--- src/rtl/cam_pkg.sv ---
// Shared types and helpers for the OV7670 frame-capture controller.
package cam_pkg;

    typedef enum logic [1:0] {
        IDLE  = 2'd0,
        ARM   = 2'd1,
        FRAME = 2'd2,
        END   = 2'd3
    } cam_state_t;

    localparam int IMG_W   = 160;
    localparam int IMG_H   = 120;
    localparam int PIX_TOT = IMG_W * IMG_H;

    // RGB565 arrives as {R5,G3hi} then {G3lo,B5}; keep the top bits of each colour.
    function automatic logic [7:0] rgb565_to_rgb332(input logic [7:0] b0, input logic [7:0] b1);
        return {b0[7:5], b0[2:0], b1[4:3]};
    endfunction

endpackage

--- src/rtl/cam_frame_capture_ctrl_if.sv ---
// Camera pins, host handshake and frame-buffer write port of the capture controller.
// Optional line_cnt/frame_cnt exist only when FRAME_STATS_EN is defined.
interface cam_frame_capture_ctrl_if #(
    parameter int AW = 15
);
    logic [7:0]    Data;
    logic          Href;
    logic          Vsync;
    logic          start;
    logic          cont;
    logic          stop;
    logic          busy;
    logic          done;
    logic          err;
    logic          regWrite;
    logic [AW-1:0] addr_in;
    logic [7:0]    data_in;

`ifdef FRAME_STATS_EN
    logic [7:0]    line_cnt;
    logic [15:0]   frame_cnt;

    modport master (
        output Data, Href, Vsync, start, cont, stop,
        input  busy, done, err, regWrite, addr_in, data_in, line_cnt, frame_cnt
    );
    modport slave (
        input  Data, Href, Vsync, start, cont, stop,
        output busy, done, err, regWrite, addr_in, data_in, line_cnt, frame_cnt
    );
`else
    modport master (
        output Data, Href, Vsync, start, cont, stop,
        input  busy, done, err, regWrite, addr_in, data_in
    );
    modport slave (
        input  Data, Href, Vsync, start, cont, stop,
        output busy, done, err, regWrite, addr_in, data_in
    );
`endif

endinterface

--- src/rtl/cam_sync_edge.sv ---
// Registers Vsync/Href once and derives frame-start, frame-end and line-end pulses.
// Latency: pulses are combinational against the one-cycle-delayed copies.
// Backpressure: none; camera timing is free-running.
module cam_sync_edge (
    input  logic Pclk,
    input  logic rst,
    input  logic Vsync,
    input  logic Href,
    output logic sof,
    output logic eof,
    output logic line_end,
    output logic href_q
);

    logic vs_q;
    logic hr_q;

    always_ff @(posedge Pclk) begin
        if (rst) begin
            vs_q <= 1'b0;
            hr_q <= 1'b0;
        end else begin
            vs_q <= Vsync;
            hr_q <= Href;
        end
    end

    assign sof      = vs_q & ~Vsync;
    assign eof      = ~vs_q & Vsync;
    assign line_end = hr_q & ~Href;
    assign href_q   = hr_q;

endmodule

--- src/rtl/cam_frame_capture_ctrl.sv ---
// Arms on host start, captures one (or continuous) OV7670 frame as RGB332; FRAME_STATS_EN adds line/frame counters.
// Latency: buffer write strobe 1 Pclk after the second byte of each pixel.
// Backpressure: none; the camera cannot stall, so excess bytes are dropped and flagged in err.
module cam_frame_capture_ctrl #(
    parameter int AW    = 15,
    parameter int IMG_W = cam_pkg::IMG_W,
    parameter int IMG_H = cam_pkg::IMG_H
) (
    input  logic                     Pclk,
    input  logic                     rst,
    cam_frame_capture_ctrl_if.slave  bus
);
    import cam_pkg::*;

    localparam int            XW     = $clog2(IMG_W + 1);
    localparam logic [XW-1:0] X_FULL = XW'(IMG_W);
    localparam logic [7:0]    Y_FULL = 8'(IMG_H);
    localparam logic [AW-1:0] A_LAST = AW'(IMG_W * IMG_H - 1);

    cam_state_t    state, state_nxt;
    logic          sof, eof, line_end, href_q;
    logic          busy_c, done_c;
    logic          cont_r, phase, full, err_r, wr_r;
    logic [7:0]    b0, pix_r, y;
    logic [XW-1:0] x;
    logic [AW-1:0] addr, addr_r;
    logic          line_close, overflow;

    cam_sync_edge u_sync (
        .Pclk     (Pclk),
        .rst      (rst),
        .Vsync    (bus.Vsync),
        .Href     (bus.Href),
        .sof      (sof),
        .eof      (eof),
        .line_end (line_end),
        .href_q   (href_q)
    );

    // A frame ending while Href is still high closes the open line as if Href fell.
    assign line_close = line_end | (eof & href_q);
    assign overflow   = (x == X_FULL) | full;

    always_ff @(posedge Pclk) begin
        if (rst) state <= IDLE;
        else     state <= state_nxt;
    end

    always_comb begin
        state_nxt = state;
        busy_c    = 1'b0;
        done_c    = 1'b0;
        case (state)
            IDLE:  if (bus.start) state_nxt = ARM;
            ARM: begin
                busy_c = 1'b1;
                if (bus.stop)  state_nxt = IDLE;
                else if (sof)  state_nxt = FRAME;
            end
            FRAME: begin
                busy_c = 1'b1;
                if (eof) state_nxt = END;
            end
            END: begin
                busy_c    = 1'b1;
                done_c    = 1'b1;
                state_nxt = (cont_r && !bus.stop) ? ARM : IDLE;
            end
            default: state_nxt = IDLE;
        endcase
    end

    always_ff @(posedge Pclk) begin
        if (rst) begin
            cont_r <= 1'b0;
            phase  <= 1'b0;
            full   <= 1'b0;
            err_r  <= 1'b0;
            wr_r   <= 1'b0;
            b0     <= '0;
            pix_r  <= '0;
            y      <= '0;
            x      <= '0;
            addr   <= '0;
            addr_r <= '0;
        end else begin
            wr_r <= 1'b0;
            case (state)
                IDLE: begin
                    if (bus.start) begin
                        cont_r <= bus.cont & ~bus.stop;
                        err_r  <= 1'b0;
                    end
                end
                ARM: begin
                    if (!bus.stop && sof) begin
                        addr  <= '0;
                        x     <= '0;
                        y     <= '0;
                        phase <= 1'b0;
                        full  <= 1'b0;
                    end
                end
                FRAME: begin
                    if (bus.stop) cont_r <= 1'b0;
                    if (line_close) begin
                        if (x != X_FULL || phase) err_r <= 1'b1;
                        x     <= '0;
                        phase <= 1'b0;
                        y     <= (y == 8'hFF) ? y : y + 8'd1;
                    end else if (bus.Href && !eof) begin
                        if (phase) begin
                            wr_r   <= 1'b1;
                            pix_r  <= rgb565_to_rgb332(b0, bus.Data);
                            addr_r <= addr;
                            x      <= x + XW'(1);
                            phase  <= 1'b0;
                            // Park on the last address instead of wrapping over the frame start.
                            if (addr == A_LAST) full <= 1'b1;
                            else                addr <= addr + AW'(1);
                        end else if (overflow) begin
                            err_r <= 1'b1;
                        end else begin
                            b0    <= bus.Data;
                            phase <= 1'b1;
                        end
                    end
                end
                END: begin
                    if (y != Y_FULL) err_r <= 1'b1;
                end
                default: ;
            endcase
        end
    end

    assign bus.busy     = busy_c;
    assign bus.done     = done_c;
    assign bus.err      = err_r;
    assign bus.regWrite = wr_r;
    assign bus.addr_in  = addr_r;
    assign bus.data_in  = pix_r;

`ifdef FRAME_STATS_EN
    logic [7:0]  line_cnt_r;
    logic [15:0] frame_cnt_r;

    always_ff @(posedge Pclk) begin
        if (rst) begin
            line_cnt_r  <= '0;
            frame_cnt_r <= '0;
        end else if (state == END) begin
            line_cnt_r  <= y;
            frame_cnt_r <= frame_cnt_r + 16'd1;
        end
    end

    assign bus.line_cnt  = line_cnt_r;
    assign bus.frame_cnt = frame_cnt_r;
`endif

endmodule

--- src/flat_wrapper.sv ---
// flat-port wrapper written by rule: the top's interface ports become plain ports
module cam_frame_capture_ctrl_flat import cam_pkg::*;
#(
    parameter int AW    = 15,
    parameter int IMG_W = cam_pkg::IMG_W,
    parameter int IMG_H = cam_pkg::IMG_H
)
  (Pclk, rst, bus_Data, bus_Href, bus_Vsync, bus_start, bus_cont, bus_stop, bus_busy, bus_done, bus_err, bus_regWrite, bus_addr_in, bus_data_in);
  cam_frame_capture_ctrl_if #(.AW(AW)) bus_i ();
  input  logic Pclk;
  input  logic rst;
  input wire logic [$bits(bus_i.Data)-1:0] bus_Data;
  input wire logic [$bits(bus_i.Href)-1:0] bus_Href;
  input wire logic [$bits(bus_i.Vsync)-1:0] bus_Vsync;
  input wire logic [$bits(bus_i.start)-1:0] bus_start;
  input wire logic [$bits(bus_i.cont)-1:0] bus_cont;
  input wire logic [$bits(bus_i.stop)-1:0] bus_stop;
  output wire logic [$bits(bus_i.busy)-1:0] bus_busy;
  output wire logic [$bits(bus_i.done)-1:0] bus_done;
  output wire logic [$bits(bus_i.err)-1:0] bus_err;
  output wire logic [$bits(bus_i.regWrite)-1:0] bus_regWrite;
  output wire logic [$bits(bus_i.addr_in)-1:0] bus_addr_in;
  output wire logic [$bits(bus_i.data_in)-1:0] bus_data_in;
  assign bus_i.Data = bus_Data;
  assign bus_i.Href = bus_Href;
  assign bus_i.Vsync = bus_Vsync;
  assign bus_i.start = bus_start;
  assign bus_i.cont = bus_cont;
  assign bus_i.stop = bus_stop;
  assign bus_busy = bus_i.busy;
  assign bus_done = bus_i.done;
  assign bus_err = bus_i.err;
  assign bus_regWrite = bus_i.regWrite;
  assign bus_addr_in = bus_i.addr_in;
  assign bus_data_in = bus_i.data_in;
  cam_frame_capture_ctrl #(.AW(AW), .IMG_W(IMG_W), .IMG_H(IMG_H)) u_core (.Pclk(Pclk), .rst(rst), .bus(bus_i));
endmodule
--- config.mk ---
export PLATFORM = sky130hd
export DESIGN_NAME = cam_frame_capture_ctrl_flat
export DESIGN_NICKNAME = d
export VERILOG_FILES = /design/src/rtl/cam_pkg.sv /design/src/rtl/cam_frame_capture_ctrl_if.sv /design/src/rtl/cam_sync_edge.sv /design/src/rtl/cam_frame_capture_ctrl.sv /design/src/flat_wrapper.sv
export SDC_FILE = /design/constraint.sdc
export NUM_CORES = 1
export LEC_CHECK = 0
export CAP_MARGIN = 40
export CORE_MARGIN = 2
export CORE_UTILIZATION = 55
export DETAILED_ROUTE_END_ITERATION = 7
export GPL_ROUTABILITY_DRIVEN = 0
export PLACE_DENSITY_LB_ADDON = 0.2
export SYNTH_ARGS = -nofsm -noshare
export SYNTH_HDL_FRONTEND = slang
export SYNTH_SLANG_ARGS = --single-unit
--- constraint.sdc ---
create_clock -name Pclk -period 2.9 [get_ports Pclk]
set_clock_uncertainty 0.2 [all_clocks]
set_input_delay 0.58 -clock Pclk [delete_from_list [all_inputs] [get_ports Pclk]]
set_output_delay 0.58 -clock Pclk [all_outputs]
set_load 0.1 [all_outputs]
==> metrics.cfg, run 1 <==
[run_status]
status=finished, final reports clean

[power_and_ir_drop]
power_frac_clock=0.408
pwr-share-comb=0.116
switching_share=0.278
power_leakage_nw=1.50
power_switching_w=0.000564
seqPwrFrac=0.476
power.total_w=0.00203
p_int_w=0.00147
peakVddDrop_v=0.000421
p_per_area_nw_per_um2=496

[sta]
fin_setup_tns_ns=0
post-route-period-util=0.893
setup_ws_ns=0.312
max_freq_ghz=0.386
post-route-min-period_ns=2.59
whs_ns=0.260
hold_viol=0
drv_slew=0
worst_pin_slew_ns=0.597
slew_headroom=0.596
setup_viol=0
grt_setup_unrepaired=false

[floorplanning]
fp-row-count=28
die_w_um=82.9
die_y_um=82.9
dieArea_um2=6880
initial_utilization=0.575
core_um2=5960
top_level_ports=42

[synthesis]
synth_top_area_cell=dfxtp_1
synth_seq_area_share=0.403
synth.area.top_cells=dfxtp_1 40%, nand2_1 7.2%, a21oi_1 5.7%
ys_top_cells_by_count=69 x dfxtp_1, 66 x nand2_1, 39 x a21oi_1, 30 x nor2_1, 20 x nand3_1
synth_edf_count=0
syn_area_per_cell_um2=8.01
async_flop_share=0
synth.net_count=454
ys_ff_latch=69
synth-main-ff-cell=dfxtp_1
yosysTopAreaCellShare=0.403
synth_cell_types=54
yosys.cell_count.top_type=dfxtp_1
syn_area_um2=3430
netlist_instances=428
yosys_warnings=0

[clocking]
cts_setup_buffers=0
cts_tree=yes
clk_path_buf_depth=2
cts.sinks=69
cts_max_level=3
numCtsBuffers=9
postCtsHoldBufs=0
clkTransAtPathRegs_ns=0.08
cts_resized=0
clock_latency_ns=0.36
root_buffer=clkbuf_8

[grt]
grt_pass1_vias=3055
antenna_found_initial=0
track_usage=0.251
grt_pass1_wl_um=14100
grt_overflow_total=0
grt_max_degree=24

[critical_path]
cp_data_required_time_ns=2.98
cp-start-kind=input port
r2r_setup_slack_ns=0.40
r2r-end=u_core.b0[0]$_SDFFE_PP0P_
rr_worst_depth=7
r2r_start=u_core.state[0]$_SDFFE_PP0P_
critPathCaptureType=flop
critical_path_arrival_ns=2.67
path_class=input port to flop
path_max_fanout=5

[detailed_routing]
drc_errors=0
met3_length_um=607
wl_met2_um=3830
vias=3328
via_per_inst=6.03
ant_nets=0
wl_met1_um=3830
wl_per_cell_um=15.3
top_layer_used=met4
routed_wl_um=8470
drt_pass1_iterations=6
drt_iter0_drc=221

[final_layout]
fill_cells=504
diodes=0
finalNonFillerCells=552
drive_above_1_share=0.147
syn_to_final_growth_pct=19.5
nets=498

[placement]
hpwl_um=5870
portBuffers=41
dp.cells=536
pre_cts_slack_ns=-0.0162

[flow_run]
max-cap-violations=0

[worst_hold_path]
min-delay-start=u_core.bus.addr_in[4]$_SDFFE_PP0P_
hold_depth=2
hold-path-endpoint=u_core.bus.addr_in[4]$_SDFFE_PP0P_
hold_path_class=flop to flop

-- worst max-delay path, cell delays in order --
cell             delay [ns]
clkdlybuf4s50_1        0.46
nor3b_1                0.41
mux2_2                 0.25
o21ai_0                0.19
or4_1                  0.58
a31oi_1                0.20
-- worst max path at each step --
stage | cells after the start | end | start
CTS | 6 | u_core.addr[3]$_SDFFE_PP0P_ | bus_Vsync
global placement | 6 | u_core.addr[3]$_SDFFE_PP0P_ | bus_Vsync
detailed placement | 6 | u_core.addr[3]$_SDFFE_PP0P_ | bus_Vsync
floorplan | 6 | u_core.bus.err$_SDFFE_PP0P_ | u_core.state[0]$_SDFFE_PP0P_
global route | 7 | u_core.addr[6]$_SDFFE_PP0P_ | bus_Vsync
finish | 6 | u_core.addr[3]$_SDFFE_PP0P_ | bus_Vsync
-- flip-flops by register name, summed over array words and instances (netlist names), named ones only --
| name | cells |
|---|---|
| u_core.addr | 15 |
| u_core.b0 | 6 |
| u_core.bus.addr_in | 15 |
| u_core.bus.data_in | 8 |
| u_core.bus.err | 1 |
| u_core.bus.regWrite | 1 |
| u_core.cont_r | 1 |
| u_core.full | 1 |
| u_core.phase | 1 |
| u_core.state | 1 |
| u_core.u_sync.href_q | 1 |
| u_core.u_sync.vs_q | 1 |
| u_core.x | 8 |
| u_core.y | 8 |
-- layer usage --
metal	vias to the layer above	GRT usage
met4	0	0.112
li1	1628	-
met1	1556	0.338
met2	122	0.391
met5	-	0
met3	22	0.0507
-- stage by stage --
stage / util / instance area, µm²
finish: 0.687 / 4090
global route: 0.687 / 4090
CTS: 0.687 / 4090
detailed placement: 0.653 / 3890
global placement: 0.653 / 3890
floorplan: - / 3430
-- layout by cell type (no fill, tap or decap), types with 10 or more instances in the layout --
cell type        count
clkbuf_8            10
ha_1                11
buf_4               47
nor2_1              30
inv_1               13
dfxtp_1             69
o21ai_0             16
nand2_1             66
nand4_1             12
nand3_1             20
clkdlybuf4s50_1     13
a21oi_1             39
-- power by group through the flow --
stage	Combinational (W)	Clock [W]	Sequential, W
after detailed placement	0.000233	0	0.000988
after global routing	0.000256	0.000887	0.000968
after global placement	0.000228	0	0.000988
after floorplan	0.000145	0	0.00101
final	0.000235	0.000828	0.000966
after CTS	0.000234	0.000839	0.000966
-- final cells by class --
| class | instances | area (µm²) | area share |
|---|---|---|---|
| Clock buffer | 10 | 138 | 0.0336 |
| Clock inverter | 6 | 70.1 | 0.0171 |
| Inverter | 13 | 48.8 | 0.0119 |
| Multi-Input combinational cell | 318 | 1870 | 0.458 |
| Sequential cell | 69 | 1380 | 0.337 |
| Tap cell | 75 | 93.8 | 0.0229 |
| Timing Repair Buffer | 61 | 488 | 0.119 |
-- kinds of logic after synthesis --
logic type,Yosys count,share of synthesized area
simple gates,190,0.278
compound gates,103,0.189
flops,69,0.403
buf+inv,41,0.0500
fa+ha+maj,11,0.0402
mux,10,0.0296
xor+xnor,4,0.0102
Power figures use the tool's default switching activity.
==> run 2: changes to the inputs <==
- CORE_UTILIZATION: 55 -> 54
- SYNTH_HIERARCHICAL: unset -> 1
==> run 2 against run 1 <==
  * Synthesized cell count down 13%
  * Critical path depth unchanged
  * Final area down 9.6%
  * First-iteration DRC count down 36%
  * Via count down 20%
  * Register-to-register slack better by 0.19 ns
  * Worst setup slack better by 0.042 ns
  * Largest power group unchanged
==> metrics.cfg, run 2 <==
[run_status]
status=finished, final reports clean

[synthesis]
yosys.cell_count.top_type=dfxtp_1
synth.area.top_cells=dfxtp_1 44%, nand2_1 7.4%, xnor2_1 5.9%
synth_seq_area_share=0.444
synth.net_count=393
ys_ff_latch=69
syn_area_um2=3110
synth_edf_count=0
ys_top_cells_by_count=69 x dfxtp_1, 61 x nand2_1, 44 x nor2_1, 34 x a21oi_1, 21 x xnor2_1
netlist_instances=373
synth-main-ff-cell=dfxtp_1
synth_cell_types=46
yosysTopAreaCellShare=0.444
yosys_warnings=6
syn_area_per_cell_um2=8.34
synth_top_area_cell=dfxtp_1
async_flop_share=0

[detailed_routing]
drt_pass1_iterations=4
vias=2646
drt_iter0_drc=141
drc_errors=0
via_per_inst=5.37
routed_wl_um=6130
ant_nets=0
wl_per_cell_um=12.4

[floorplanning]
die_y_um=79.9
initial_utilization=0.561
core_um2=5540
die_w_um=79.9
top_level_ports=42
fp-row-count=27
dieArea_um2=6380

[sta]
fin_setup_tns_ns=0
drv_slew=0
whs_ns=0.253
grt_setup_unrepaired=false
post-route-min-period_ns=2.55
setup_viol=0
max_freq_ghz=0.393
slew_headroom=0.433
worst_pin_slew_ns=0.844
post-route-period-util=0.878
hold_viol=0

[power_and_ir_drop]
peakVddDrop_v=0.000246
power_frac_clock=0.398
p_per_area_nw_per_um2=466
seqPwrFrac=0.554
switching_share=0.238
power_switching_w=0.000410
pwr-share-comb=0.048
power_leakage_nw=1.26
p_int_w=0.00132

[worst_hold_path]
hold_depth=2
hold_path_class=flop to flop

[final_layout]
nets=436
final_cell_mix=69 x dfxtp_1, 61 x nand2_1, 44 x nor2_1
diodes=0
drive_above_1_share=0.140
layout_commonest_cell=dfxtp_1
fill_cells=481
post-route-util=0.668
syn_to_final_growth_pct=19.1

[grt]
met2_usage=0.338
grt_overflow_total=0
top_usage_layer=met2
grt_max_degree=43
grt_pass1_vias=2357
track_usage=0.207
use_met3=0.0577
grt_pass1_wl_um=10400
antenna_found_initial=0
grt_use_met1=0.255

[clocking]
cts_resized=0
numCtsBuffers=9
clk_path_buf_depth=2
cts.sinks=69
root_buffer=clkbuf_8
cts_max_level=3
clock_latency_ns=0.34
postCtsHoldBufs=0
cts_setup_buffers=0
clkTransAtPathRegs_ns=0.07
cts_tree=yes

[critical_path]
path_buf_inv=1
critPathTopFamily=simple AND/OR/NAND/NOR gates
crit_chain=clkdlybuf4s50_1 -> and4bb_1 -> nor3_1 -> nor4_1 -> xnor2_1 -> nor2_1
critPathCaptureType=flop
max_stage_delay_ns=0.73
critical_path_arrival_ns=2.57
path_max_fanout=8
crit_slowest_cell=nor3_1
cp_num_cells=6
cp-start-kind=input port
rr_worst_depth=5
cp_data_required_time_ns=2.92
path_class=input port to flop

[placement]
hpwl_um=4240
portBuffers=41

[flow_run]
max-cap-violations=0

run 2: cell count changes after synthesis, sizes merged, moves of 6 or more:
cell	previous run	this run
clkbuf	19	12
nand3	21	11
nand2b	8	2
or4	9	0
and3	9	1
xnor2	1	21
o21ai	17	9
a31oi	9	1
nor2	30	44
ha	11	5
run 2: kinds of logic (layout without fill, tap and decap cells):
kind of cell	after synthesis	in the layout	share of synthesized area
adder cells (fa/ha/maj)	5	5	0.0201
XOR/XNOR	22	22	0.0620
flip-flops	69	69	0.444
buffers and inverters	31	79	0.0439
AO/OA/AOI/OAI	55	55	0.109
multiplexers	10	10	0.0322
AND/OR/NAND/NOR	181	181	0.288
run 2: path summary, 6_finish.rpt:
path,end,start,slack [ns]
setup / recovery,u_core/x[7]$_SDFFE_PP0P_,bus_stop,0.35
hold / removal,u_core/bus.addr_in[10]$_SDFFE_PP0P_,u_core/bus.addr_in[10]$_SDFFE_PP0P_,0.25
setup reg to reg,u_core/x[7]$_SDFFE_PP0P_,flop,0.59
hold reg to reg,u_core/bus.addr_in[10]$_SDFFE_PP0P_,u_core/bus.addr_in[10]$_SDFFE_PP0P_,0.25
run 2: tightest hold or removal path, cell delays in order (launching register included):
cell and delay, ns:
dfxtp_1 0.31, nand2_1 0.05, a21oi_1 0.05
run 2: metrics by stage:
step	setup slack [ns]	cell area [µm²]	total power, W	std cells
after floorplan	0.644	3110	0.00103	373
after global placement	0.0751	3530	0.00106	477
after detailed placement	0.0282	3530	0.00106	477
after CTS	0.368	3700	0.00175	493
after global routing	0.217	3700	0.00179	493
final	0.353	3700	0.00173	493
run 2: final cells by class:
| type | count | area, µm² | area share |
|---|---|---|---|
| Multi-Input combinational cell | 273 | 1590 | 0.430 |
| Sequential cell | 69 | 1380 | 0.373 |
| Timing Repair Buffer | 51 | 418 | 0.113 |
| Clock buffer | 10 | 138 | 0.0372 |
| Tap cell | 72 | 90.1 | 0.0243 |
| Inverter | 12 | 45.0 | 0.0122 |
| Clock inverter | 6 | 38.8 | 0.0105 |
run 2: power by group through the flow:
stage	Combinational, W	Sequential [W]	Clock [W]
detailed placement	0.0000838	0.000978	0
floorplan	0.0000513	0.000975	0
global placement	0.0000837	0.000978	0
finish	0.0000837	0.000956	0.000686
global route	0.0000910	0.000957	0.000745
CTS	0.0000843	0.000956	0.000707
run 2: per-layer routing:
| layer | up-vias | share of wire |
|---|---|---|
| met5 | - | 0 |
| met4 | 0 | 0.013 |
| met3 | 9 | 0.043 |
| met2 | 55 | 0.46 |
| met1 | 1227 | 0.48 |
| li1 | 1355 | - |
==> run 3: changes to the inputs <==
- CORE_MARGIN: 2 -> 1.5
- clock period: 2.9 -> 2.8 ns (I/O delays scaled with it)
==> run 3 against run 2 <==
  * Register-to-register slack got worse by 0.11 ns
  * Critical path type unchanged
  * Critical endpoint is now u_core/x[0]$_SDFFE_PP0P_
  * Non-clock buffer count increased by 1
  * Worst setup slack got worse by 0.070 ns
  * Hold slack about the same
  * Via count increased by 0.23%
  * Sequential share of layout area decreased by 0.80 points
  * Combinational power increased by 4.5%
  * Wire length increased by 0.88%
==> metrics.cfg, run 3 (synthesis gave the netlist of run 2 again) <==
[grt]
grt_pass1_vias=2370
track_usage=0.212
grt_pass1_wl_um=10300
grt_overflow_total=0
antenna_found_initial=0
grt_max_degree=35

[critical_path]
r2r_setup_slack_ns=0.48
endpoint=u_core/x[0]$_SDFFE_PP0P_
cp_data_required_time_ns=2.82
cp-start-kind=input port
rr_worst_depth=5
crit_start=bus_Vsync
critPathCaptureType=flop
critical_path_arrival_ns=2.54
r2r-end=u_core/x[0]$_SDFFE_PP0P_
path_max_fanout=8
path_class=input port to flop

[run_status]
status=finished, final reports clean

[clocking]
clkTransAtPathRegs_ns=0.08
numCtsBuffers=9
clk_path_buf_depth=2
cts_setup_buffers=0
clock_latency_ns=0.35
postCtsHoldBufs=0
cts_tree=yes
root_buffer=clkbuf_8
cts.sinks=69
cts_resized=0
cts_max_level=3

[sta]
slew_headroom=0.423
worst_pin_slew_ns=0.859
hold_viol=0
grt_setup_unrepaired=false
post-route-min-period_ns=2.52
drv_slew=0
post-route-period-util=0.899
max_freq_ghz=0.397
setup_viol=0

[power_and_ir_drop]
p_int_w=0.00161
seqPwrFrac=0.486
peakVddDrop_v=0.000307
power_switching_w=0.000427
switching_share=0.210
power.total_w=0.00204
power_frac_clock=0.471
pwr-share-comb=0.043
power_leakage_nw=1.31
p_per_area_nw_per_um2=538

[floorplanning]
fp-row-count=27
dieArea_um2=6220
die_w_um=78.9
die_y_um=78.9
top_level_ports=42
initial_utilization=0.561
core_um2=5540

[final_layout]
final_cell_mix=69 x dfxtp_1, 61 x nand2_1, 44 x nor2_1
syn_to_final_growth_pct=21.7
post-route-util=0.683
layout_commonest_cell=dfxtp_1
drive_above_1_share=0.142
diodes=0
finalNonFillerCells=494
nets=437

[flow_run]
max-cap-violations=0

[detailed_routing]
routed_wl_um=6180
via_per_inst=5.37
ant_nets=0
vias=2652
drt_pass1_iterations=4
wl_per_cell_um=12.5
drc_errors=0
drt_iter0_drc=118

[placement]
hpwl_um=4190
portBuffers=41
dp.cells=478

[worst_hold_path]
hold_path_class=flop to flop

[run 3: changes by cell type in the layout (fill, tap and decap cells not counted), sizes merged]
cell and delta:
clkbuf -1, bufinv +3, buf +1, clkinvlp -2
[run 3: cell type report]
cell class                      count  area, µm²
Fill cell                         484       1760
Multi-Input combinational cell    273       1590
Sequential cell                    69       1380
Timing Repair Buffer               52        438
Clock buffer                        9        124
Clock inverter                      7        114
Tap cell                           72       90.1
Inverter                           12       45.0
[run 3: worst min-delay path by stage]
| stage | from | cells after the start | to | slack [ns] |
|---|---|---|---|---|
| finish | u_core/b0[0]$_SDFFE_PP0P_ | 2 | u_core/bus.data_in[2]$_SDFFE_PP0P_ | 0.25 |
| CTS | u_core/b0[7]$_SDFFE_PP0P_ | 2 | u_core/bus.data_in[7]$_SDFFE_PP0P_ | 0.25 |
| floorplan | u_core/b0[0]$_SDFFE_PP0P_ | 2 | u_core/bus.data_in[2]$_SDFFE_PP0P_ | 0.23 |
| global placement | u_core/b0[7]$_SDFFE_PP0P_ | 2 | u_core/bus.data_in[7]$_SDFFE_PP0P_ | 0.24 |
| detailed placement | u_core/b0[5]$_SDFFE_PP0P_ | 2 | u_core/bus.data_in[5]$_SDFFE_PP0P_ | 0.24 |
| global route | u_core/b0[0]$_SDFFE_PP0P_ | 2 | u_core/bus.data_in[2]$_SDFFE_PP0P_ | 0.27 |
[run 3: metrics by stage]
step	area (µm²)	setup TNS, ns	hold WS [ns]	worst slack (ns)
finish	3780	0	0.252	0.283
global route	3780	0	0.267	0.185
CTS	3780	0	0.254	0.347
detailed placement	3550	-0.125	0.243	-0.0474
global placement	3550	0	0.239	0.0366
floorplan	3110	0	0.231	0.564
[run 3: worst max-delay path, stage by stage]
cell	delay (ns)
clkdlybuf4s50_1	0.48
nor2b_1	0.07
and4bb_1	0.29
nor3_1	0.74
nor2_1	0.15
xnor2_1	0.20
nor2_1	0.06
[run 3: per-layer routing]
layer  vias to the layer above  wire length (µm)  share of wire  global-route usage
met5                         -                 0              0                   0
met3                        12               259          0.042              0.0655
li1                       1363                 -              -                   -
met4                         0               129          0.021              0.0877
met2                        62              2870           0.46               0.357
met1                      1215              2920           0.47               0.250
[run 3: power by group through the flow]
stage,Combinational (W),Sequential (W),Clock [W]
2_1_floorplan,0.0000532,0.00101,0
3_3_place_gp,0.0000857,0.00101,0
3_5_place_dp,0.0000870,0.00101,0
4_1_cts,0.0000874,0.000990,0.000980
5_1_grt,0.0000946,0.000991,0.00102
6_report,0.0000875,0.000991,0.000958
